File: src/rtl/axis_coeff_reduce.sv
// AXI-stream coefficient reducer: folds raw words into [0,Q),
// regenerates frame boundaries, flags framing errors; OR+skid output.
//
// Ports:
//   clk, s_rst          clock, synchronous active-high reset
//   s_data/s_vld/s_last input stream, s_rdy registered ready
//   m_data/m_vld/m_last output stream, m_rdy downstream ready
//   err_early_last      pulse: s_last before the final beat
//   err_missing_last    pulse: final beat without s_last
//   frame_cnt           frames accepted (wrapping)
//   err_cnt             framing errors (saturating)
module axis_coeff_reduce #(
  parameter int N = 16,
  parameter int DATAW = 64,
  parameter int COEFFW = 32,
  parameter logic [COEFFW-1:0] Q = 32'hFFFF_FFFB,
  parameter int CNTW = 32
) (
  input  logic              clk,
  input  logic              s_rst,
  input  logic [DATAW-1:0]  s_data,
  input  logic              s_vld,
  input  logic              s_last,
  output logic              s_rdy,
  output logic [COEFFW-1:0] m_data,
  output logic              m_vld,
  output logic              m_last,
  input  logic              m_rdy,
  output logic              err_early_last,
  output logic              err_missing_last,
  output logic [CNTW-1:0]   frame_cnt,
  output logic [15:0]       err_cnt
);

  localparam int CW = $clog2(N);
  localparam logic [CW-1:0] LASTB = CW'(N - 1);

  logic [CW-1:0]     r_cnt;
  logic              r_rdy;
  logic              r_or_vld;
  logic              r_or_last;
  logic [COEFFW-1:0] r_or_data;
  logic              r_sk_vld;
  logic              r_sk_last;
  logic [COEFFW-1:0] r_sk_data;
  logic              r_err_early;
  logic              r_err_miss;
  logic [CNTW-1:0]   r_frame_cnt;
  logic [15:0]       r_err_cnt;

  logic [COEFFW-1:0] w_x;
  logic [COEFFW-1:0] w_y;
  logic              w_acc;
  logic              w_drain;
  logic              w_end;
  logic              w_term;
  logic              w_early;
  logic              w_miss;
  logic              w_sk_nxt;

  // Q > 2^(COEFFW-1), so one subtraction always lands in [0,Q).
  assign w_x = s_data[COEFFW-1:0];
  assign w_y = (w_x >= Q) ? w_x - Q : w_x;

  assign w_acc   = s_vld & r_rdy;
  assign w_drain = r_or_vld & m_rdy;
  assign w_end   = (r_cnt == LASTB);
  assign w_term  = s_last | w_end;
  assign w_early = w_acc & s_last & ~w_end;
  assign w_miss  = w_acc & ~s_last & w_end;

  // Skid holds a beat only when OR is stuck; it empties on any drain.
  assign w_sk_nxt = r_sk_vld ? ~w_drain
                             : (w_acc & r_or_vld & ~w_drain);

  always_ff @(posedge clk) begin
    if (s_rst) begin
      r_cnt       <= '0;
      r_rdy       <= 1'b0;
      r_or_vld    <= 1'b0;
      r_or_last   <= 1'b0;
      r_or_data   <= '0;
      r_sk_vld    <= 1'b0;
      r_sk_last   <= 1'b0;
      r_sk_data   <= '0;
      r_err_early <= 1'b0;
      r_err_miss  <= 1'b0;
      r_frame_cnt <= '0;
      r_err_cnt   <= '0;
    end else begin
      r_err_early <= w_early;
      r_err_miss  <= w_miss;
      if ((w_early | w_miss) && (r_err_cnt != 16'hFFFF))
        r_err_cnt <= r_err_cnt + 16'd1;

      if (w_acc) begin
        r_cnt <= w_term ? '0 : r_cnt + CW'(1);
        if (w_term)
          r_frame_cnt <= r_frame_cnt + CNTW'(1);
      end

      r_sk_vld <= w_sk_nxt;
      r_rdy    <= ~w_sk_nxt;

      if (r_sk_vld) begin
        if (w_drain) begin
          r_or_data <= r_sk_data;
          r_or_last <= r_sk_last;
        end
      end else if (w_acc) begin
        if (!r_or_vld || w_drain) begin
          r_or_vld  <= 1'b1;
          r_or_data <= w_y;
          r_or_last <= w_term;
        end else begin
          r_sk_data <= w_y;
          r_sk_last <= w_term;
        end
      end else if (w_drain) begin
        r_or_vld <= 1'b0;
      end
    end
  end

  assign s_rdy            = r_rdy;
  assign m_data           = r_or_data;
  assign m_vld            = r_or_vld;
  assign m_last           = r_or_last;
  assign err_early_last   = r_err_early;
  assign err_missing_last = r_err_miss;
  assign frame_cnt        = r_frame_cnt;
  assign err_cnt          = r_err_cnt;

endmodule
File: config.mk
export PLATFORM = sky130hd
export DESIGN_NAME = axis_coeff_reduce
export DESIGN_NICKNAME = d
export VERILOG_FILES = /design/src/rtl/axis_coeff_reduce.sv
export SDC_FILE = /design/constraint.sdc
export NUM_CORES = 1
export LEC_CHECK = 0
export BUFFER_PORTS_ARGS = -buffer_cell sky130_fd_sc_hd__buf_2
export CORE_ASPECT_RATIO = 1.4
export CORE_MARGIN = 2
export CORE_UTILIZATION = 25
export CTS_BUF_LIST = sky130_fd_sc_hd__clkbuf_8
export DETAILED_ROUTE_END_ITERATION = 8
export REMOVE_ABC_BUFFERS = 1
export SYNTH_ARGS = -nofsm -noshare
export SYNTH_HDL_FRONTEND = slang
export SYNTH_SLANG_ARGS = --single-unit
File: constraint.sdc
create_clock -name clk -period 4.8 [get_ports clk]
set_input_delay 1.44 -clock clk [delete_from_list [all_inputs] [get_ports clk]]
set_output_delay 1.44 -clock clk [all_outputs]
set_load 0.05 [all_outputs]
==> flow_summary.toml, run 1 <==
[drt]
totalWireLength_mm = 14.77
drc = 0
final_antenna_net_count = 0
wl_per_cell_um = 14.94
firstDrtPassIters = 4
first_iter_violations = 202
via_per_inst = 4.895
via_count = 4841

[outcome]
status = "finished clean"

[placement]
gp_congestion = 0.7417
portBuffers = 121
dp_slack_ps = 1258
dp_hpwl_mm = 10.13

[power_and_ir_drop]
p_clk_share_pct = 43.7
power_density_mw_per_mm2 = 348.9
power_frac_comb_pct = 10.2
p_int_uw = 1699
power.total_uw = 2315
switching_share_pct = 26.63
p_leak_uw = 0.002578
p_sw_uw = 616.7
peakVddDrop_uv = 178.6
p_seq_share_pct = 46.1

[setup_path]
cp_cell_sequence = "buf_2 -> nand2_1 -> nor4_1 -> a21boi_1 -> buf_4 -> a22o_1"
reg2regPathDepth = 4
startpoint = "s_vld"
path_delay_family = "compound AO/OA/AOI/OAI gates"
r2r_slack_ps = 2300
cp.arrival_ps = 3500
required_ps = 5190
cpPeakStageDelay_ps = 760
end_kind = "register"
r2r-end = "m_data[2]"
regToRegStartpoint = "r_sk_vld"
path_max_fanout = 11
start_kind = "input pin"
critPathKind = "input pin to register"
critPathBufInv = 2
cp_slowest_cell = "a21boi_1"

[grt]
grt_max_degree = 74
track_usage_pct = 13.35
grt-ovfl-total = 0
antenna_found_initial = 3
grt_pass1_vias = 4606
grt_pass1_wl_mm = 23.85

[cells_and_area]
drive_gt1_share_pct = 23.69
area_delta_synth_final_pct = 24.19
seqCellArea_mm2 = 0.002464
final_nets = 786
final_core_util_pct = 31.53
multi_input_area_mm2 = 0.002686
fillers = 2238

[clock_network]
cts.htree.levels = 4
clk_latency_ps = 450
clkTransAtPathRegs_ps = 70
cts_tree = "yes"
root_buffer = "clkbuf_8"
clockBufferDepth = 2
cts_resized = 0
cts_inserted_buffers = 17
clock_sinks = 123
postCtsSetupBuffers = 0
cts_hold_buf = 0

[synth]
ys.warnings.count = 0
yosysMostFrequentCell = "dfxtp_1"
synth_cell_types = 53
synth-async-reset-ratio_pct = 0
synth_fa_ha_area_share_pct = 0.9365
ys_seq_area_share_pct = 46.08
synthTopCellsByCount = "dfxtp_1, nor2_1, nand2_1, a21oi_1, clkbuf_1"
postSynthCellCount = 604
synth.area.mux_share_pct = 3.418
synth_simple_gate_area_share_pct = 24.16
post-synth-top-area-fraction_pct = 46.08
synth_top_area_cell = "dfxtp_1"
synth_compound_area_share_pct = 16.79
synthTopCellsByArea = "dfxtp_1, nor2_1, xnor2_1"
avgSynthCellArea_um2 = 8.847
synth_edf_count = 0
ys_ff_latch = 123
synth_top_family_by_area = "simple AND/OR/NAND/NOR gates"
synthXorXnorAreaFrac_pct = 4.753
synthesis.area_mm2 = 0.005344
synth_ff_type = "dfxtp_1"

[sta]
relSlewSlack_pct = 30.88
finalWorstSetupSlack_ps = 1688
fin_crit_ps = 3112
worstMarginPinSlew_ps = 1037
hold_viol = 0
clock_skew_ps = 19.17
setup-violations-final = 0
rsz0062_at_grt = "false"
setup-tns-final_ps = 0
max_freq_mhz = 321.3
post-route-period-util_pct = 64.84
final_max_slew_viol_count = 0

[die]
initial_core_util_pct = 25.39
fp.coreArea_mm2 = 0.02105
chipWidth_um = 127.6
die_h_um = 177.0
dieArea_mm2 = 0.02258
rows = 63
ioPinCount = 154

[job]
cap_violations = 0

[min_path]
hp-class = "register to register"
min_path_cells = 2
holdPathEnd = "m_last"
worstHoldStart = "m_last"
sequential cells by signal, summed over array words and instances, names as in the netlist:
signal            count
frame_cnt            32
m_data               32
r_sk_data            32
err_cnt              16
r_cnt                 4
err_early_last        1
err_missing_last      1
m_last                1
m_vld                 1
r_sk_last             1
r_sk_vld              1
s_rdy                 1
layer usage:
layer | wire length, um | vias to the layer above | track usage (%) | share of wire (%)
li1 | - | 2433 | - | -
met1 | 6347 | 2279 | 15.67 | 43
met2 | 7380 | 102 | 22.55 | 50
met3 | 724 | 25 | 4.021 | 4.9
met4 | 300 | 2 | 5.586 | 2.0
met5 | 20 | - | 0 | 0.14
worst min-delay path, delay by kind of cell, from the launching register on:
kind	cells	cell delay [ps]
and+or+nand+nor	1	50
AOI/OAI and AO/OA	1	50
DFF	1	310
layout make-up:
class	instances	share of cell area [%]
clock inverters	13	2.640
clock buffers	19	3.940
multi-input cells	428	40.48
inverters	15	0.8484
diodes	3	0.1131
well taps	260	4.902
repair buffers	128	9.955
flip-flops and latches	123	37.12
worst max-delay path by stage:
stage	end	slack (ps)	cells after the start
floorplan	m_data[11]	560	4
global placement	r_sk_data[23]	1260	6
detailed placement	r_sk_data[29]	1260	6
CTS	r_sk_data[23]	1750	6
global route	r_sk_data[23]	1580	6
finish	r_sk_data[23]	1690	6
placed cells by master, fill, tap and decap left out, types with 3 or more instances in the layout:
| cell type | count |
|---|---|
| and4_1 | 3 |
| a21o_1 | 4 |
| a221oi_1 | 14 |
| a31o_2 | 3 |
| nor2b_1 | 3 |
| a2bb2oi_1 | 14 |
| a211oi_1 | 19 |
| nor4b_1 | 3 |
| dfxtp_1 | 122 |
| nand4_1 | 17 |
| a22o_1 | 15 |
| buf_2 | 120 |
| clkbuf_8 | 19 |
| a21oi_1 | 29 |
| nand3_1 | 20 |
| and3_1 | 9 |
| nor3_1 | 25 |
| inv_1 | 17 |
| bufinv_16 | 4 |
| o31ai_1 | 7 |
| xnor2_1 | 22 |
| nand2b_1 | 4 |
| nor4_1 | 17 |
| ha_1 | 4 |
| nand2_1 | 34 |
| diode_2 | 3 |
| clkinv_2 | 3 |
| o21ai_0 | 8 |
| xor2_1 | 7 |
| or4_1 | 9 |
| mux2i_1 | 16 |
| or3_1 | 6 |
| nor2_1 | 89 |
| buf_4 | 8 |
logic make-up (layout without fill, tap and decap cells):
family	count (synthesis)	in the layout
simple gates	253	253
compound gates	124	124
flops	123	123
buf+inv	53	175
xor+xnor	29	29
mux	18	18
fa+ha+maj	4	4
other cells	0	3
metrics by stage:
step	hold WS (ps)	instances	instance area, um^2
after floorplan	441.5	566	5194
after global routing	487.4	987	6631
final	450.5	989	6636
after detailed placement	449.4	954	6192
after global placement	438.7	954	6192
after CTS	458.9	986	6629
power groups by stage:
stage,sequential [uW],clock (uW),combinational [uW]
5_1_grt,1070,1100,257
3_3_place_gp,1090,0,239
6_report,1070,1010,237
2_1_floorplan,1170,0,69.5
4_1_cts,1070,1050,240
3_5_place_dp,1090,0,239
(Power assumes the default switching activity.)
==> run 2, diff against run 1 <==
--- a/config.mk
+++ b/config.mk
@@ -5,6 +5,7 @@
 export SDC_FILE = /design/constraint.sdc
 export NUM_CORES = 1
 export LEC_CHECK = 0
+export ABC_AREA = 1
 export BUFFER_PORTS_ARGS = -buffer_cell sky130_fd_sc_hd__buf_2
 export CORE_ASPECT_RATIO = 1.4
 export CORE_MARGIN = 2
==> constraint.sdc (replaced) <==
create_clock -name clk -period 2.7 [get_ports clk]
set_input_delay 0.81 -clock clk [delete_from_list [all_inputs] [get_ports clk]]
set_output_delay 0.81 -clock clk [all_outputs]
set_load 0.05 [all_outputs]
==> run 2 against run 1 <==
  * First-iteration DRC count grew 83%
  * Clock skew down 2.5 ps
  * Final area grew 11%
  * Synthesized cell count up 43%
  * Global-route usage grew 1.4 points
  * Via count grew 26%
  * Highest routed layer is now met4
==> flow_summary.toml, run 2 <==
[synth]
ys_seq_area_share_pct = 41.29
synth.area.mux_share_pct = 0
synthTopCellsByCount = "nand2_1, a21oi_1, dfxtp_1, o21ai_0, nor2_1"
synth_edf_count = 0
post-synth-top-area-fraction_pct = 41.29
synth_compound_area_share_pct = 18.42
synth_top_area_cell = "dfxtp_1"
postSynthCellCount = 866
synth_fa_ha_area_share_pct = 0.8393
ys_ff_latch = 123
yosysMostFrequentCell = "nand2_1"
ys.warnings.count = 0
synthesis.area_mm2 = 0.005963
synth_top_family_by_area = "simple AND/OR/NAND/NOR gates"
avgSynthCellArea_um2 = 6.886
synth_cell_types = 36
synth-async-reset-ratio_pct = 0
synthTopCellsByArea = "dfxtp_1, nand2_1, a21oi_1"
synth_ff_type = "dfxtp_1"
synthXorXnorAreaFrac_pct = 2.644
synth_simple_gate_area_share_pct = 29.88

[die]
rows = 66
die_h_um = 186.7
ioPinCount = 154
initial_core_util_pct = 25.52
fp.coreArea_mm2 = 0.02337
dieArea_mm2 = 0.02512
chipWidth_um = 134.5

[sta]
rsz0062_at_grt = "false"
clock_skew_ps = 16.71
setup-violations-final = 0
finalWorstSetupSlack_ps = 649.5
relSlewSlack_pct = 62.29
hold_viol = 0
worstMarginPinSlew_ps = 565.6
final_max_slew_viol_count = 0
post-route-period-util_pct = 75.94
max_freq_mhz = 487.7
fin_crit_ps = 2050

[drt]
first_iter_violations = 370
final_antenna_net_count = 0
drc = 0
firstDrtPassIters = 5
via_count = 6083
via_per_inst = 4.694
wl_per_cell_um = 13.90
totalWireLength_mm = 18.01

[setup_path]
cp_cell_sequence = "buf_2"
cpPeakStageDelay_ps = 490
path_max_fanout = 6
path_delay_family = "flip-flops"
critPathBufInv = 1
critPathKind = "register to output pin"
end_kind = "output pin"
required_ps = 1890
start_kind = "register"
cp.arrival_ps = 1240
cp_slowest_cell = "dfxtp_1"

[cells_and_area]
final_nets = 1051
area_delta_synth_final_pct = 23.23
stdcell_count = 1296
final_cell_mix = "nand2_1, a21oi_1, dfxtp_1"
multi_input_area_mm2 = 0.003094
seqCellArea_mm2 = 0.002462
n_antenna_cell = 0
drive_gt1_share_pct = 19.39
layout_commonest_cell = "nand2_1"
final_core_util_pct = 31.44
fillers = 2541

[clock_network]
cts.htree.levels = 4
clkTransAtPathRegs_ps = 70
clk_latency_ps = 440
cts_inserted_buffers = 17
cts_hold_buf = 0
clock_sinks = 123
postCtsSetupBuffers = 0
cts_tree = "yes"
cts_resized = 0
root_buffer = "clkbuf_8"
clockBufferDepth = 2

[power_and_ir_drop]
p_seq_share_pct = 46.0
power_frac_comb_pct = 11.2
power_density_mw_per_mm2 = 560.3
p_int_uw = 2966
p_clk_share_pct = 42.8
switching_share_pct = 27.96
p_sw_uw = 1151
p_leak_uw = 0.003143
peakVddDrop_uv = 319.2
power.total_uw = 4117

[job]
cap_violations = 0

[grt]
grt_max_degree = 68
grt_pass1_vias = 5800
grt-ovfl-total = 0
antenna_found_initial = 0
grt_pass1_wl_mm = 29.71
track_usage_pct = 14.71

[placement]
dp_slack_ps = 365.3
portBuffers = 121
dp.cells = 1265
gp_congestion = 0.8562
dp_hpwl_mm = 12.32

[outcome]
status = "finished clean"

[min_path]
hp-class = "register to register"
[run 2: changes by cell type in the layout (fill, tap and decap cells not counted), moves of 14 or more]
cell / previous run / this run
a2bb2oi_1: 14 / 0
a21oi_1: 29 / 130
nand3_1: 20 / 54
a22o_1: 15 / 0
inv_1: 17 / 56
nor4_1: 17 / 1
o21ai_0: 8 / 75
nor2_1: 89 / 73
mux2i_1: 16 / 0
a211oi_1: 19 / 0
xnor2_1: 22 / 5
nand2_1: 34 / 213
[run 2: per-layer routing]
layer	share of wire (%)	track usage [%]	vias to the layer above
met5	0	0	-
met4	2.0	5.263	0
met3	5.7	3.369	25
met2	50	26.20	164
met1	43	17.04	2786
li1	-	-	3108
[run 2: cell families after synthesis]
kind of cell / count (synthesis)
AO/OA/AOI/OAI: 214
XOR/XNOR: 18
adder cells (fa/ha/maj): 4
buffers and inverters: 103
flip-flops: 123
AND/OR/NAND/NOR: 404
[run 2: power by group through the flow]
stage	combinational [uW]	clock (uW)	sequential, uW
finish	461	1760	1890
global route	507	1890	1900
detailed placement	468	0	1930
floorplan	147	0	2080
global placement	465	0	1930
CTS	470	1810	1890
[run 2: final timing paths]
| path | from | endpoint | cells past startpoint | slack, ps |
|---|---|---|---|---|
| hold / removal | m_data[25] | m_data[25] | 2 | 470 |
| hold reg to reg | m_data[25] | m_data[25] | 2 | 470 |
| setup reg to reg | err_cnt[0] | err_cnt[6] | 9 | 660 |
| setup / recovery | frame_cnt[12] | frame_cnt[12] | 1 | 650 |
[run 2: through the flow]
stage | hold slack, ps | TNS [ps] | cell area (um^2)
6_report | 466.4 | 0 | 7348
5_1_grt | 486.2 | 0 | 7348
4_1_cts | 469.6 | 0 | 7348
3_5_place_dp | 458.2 | 0 | 6929
3_3_place_gp | 451.2 | 0 | 6929
2_1_floorplan | 456.2 | -13660 | 5779
[run 2: final cells by class]
class                      count  area share [%]
clock buffer                  20           3.746
clock inverter                11           1.958
inverter                      61           3.116
multi-input combinational    640           42.11
sequential                   123           33.51
tap                          306           5.210
timing repair buffer         135           10.35
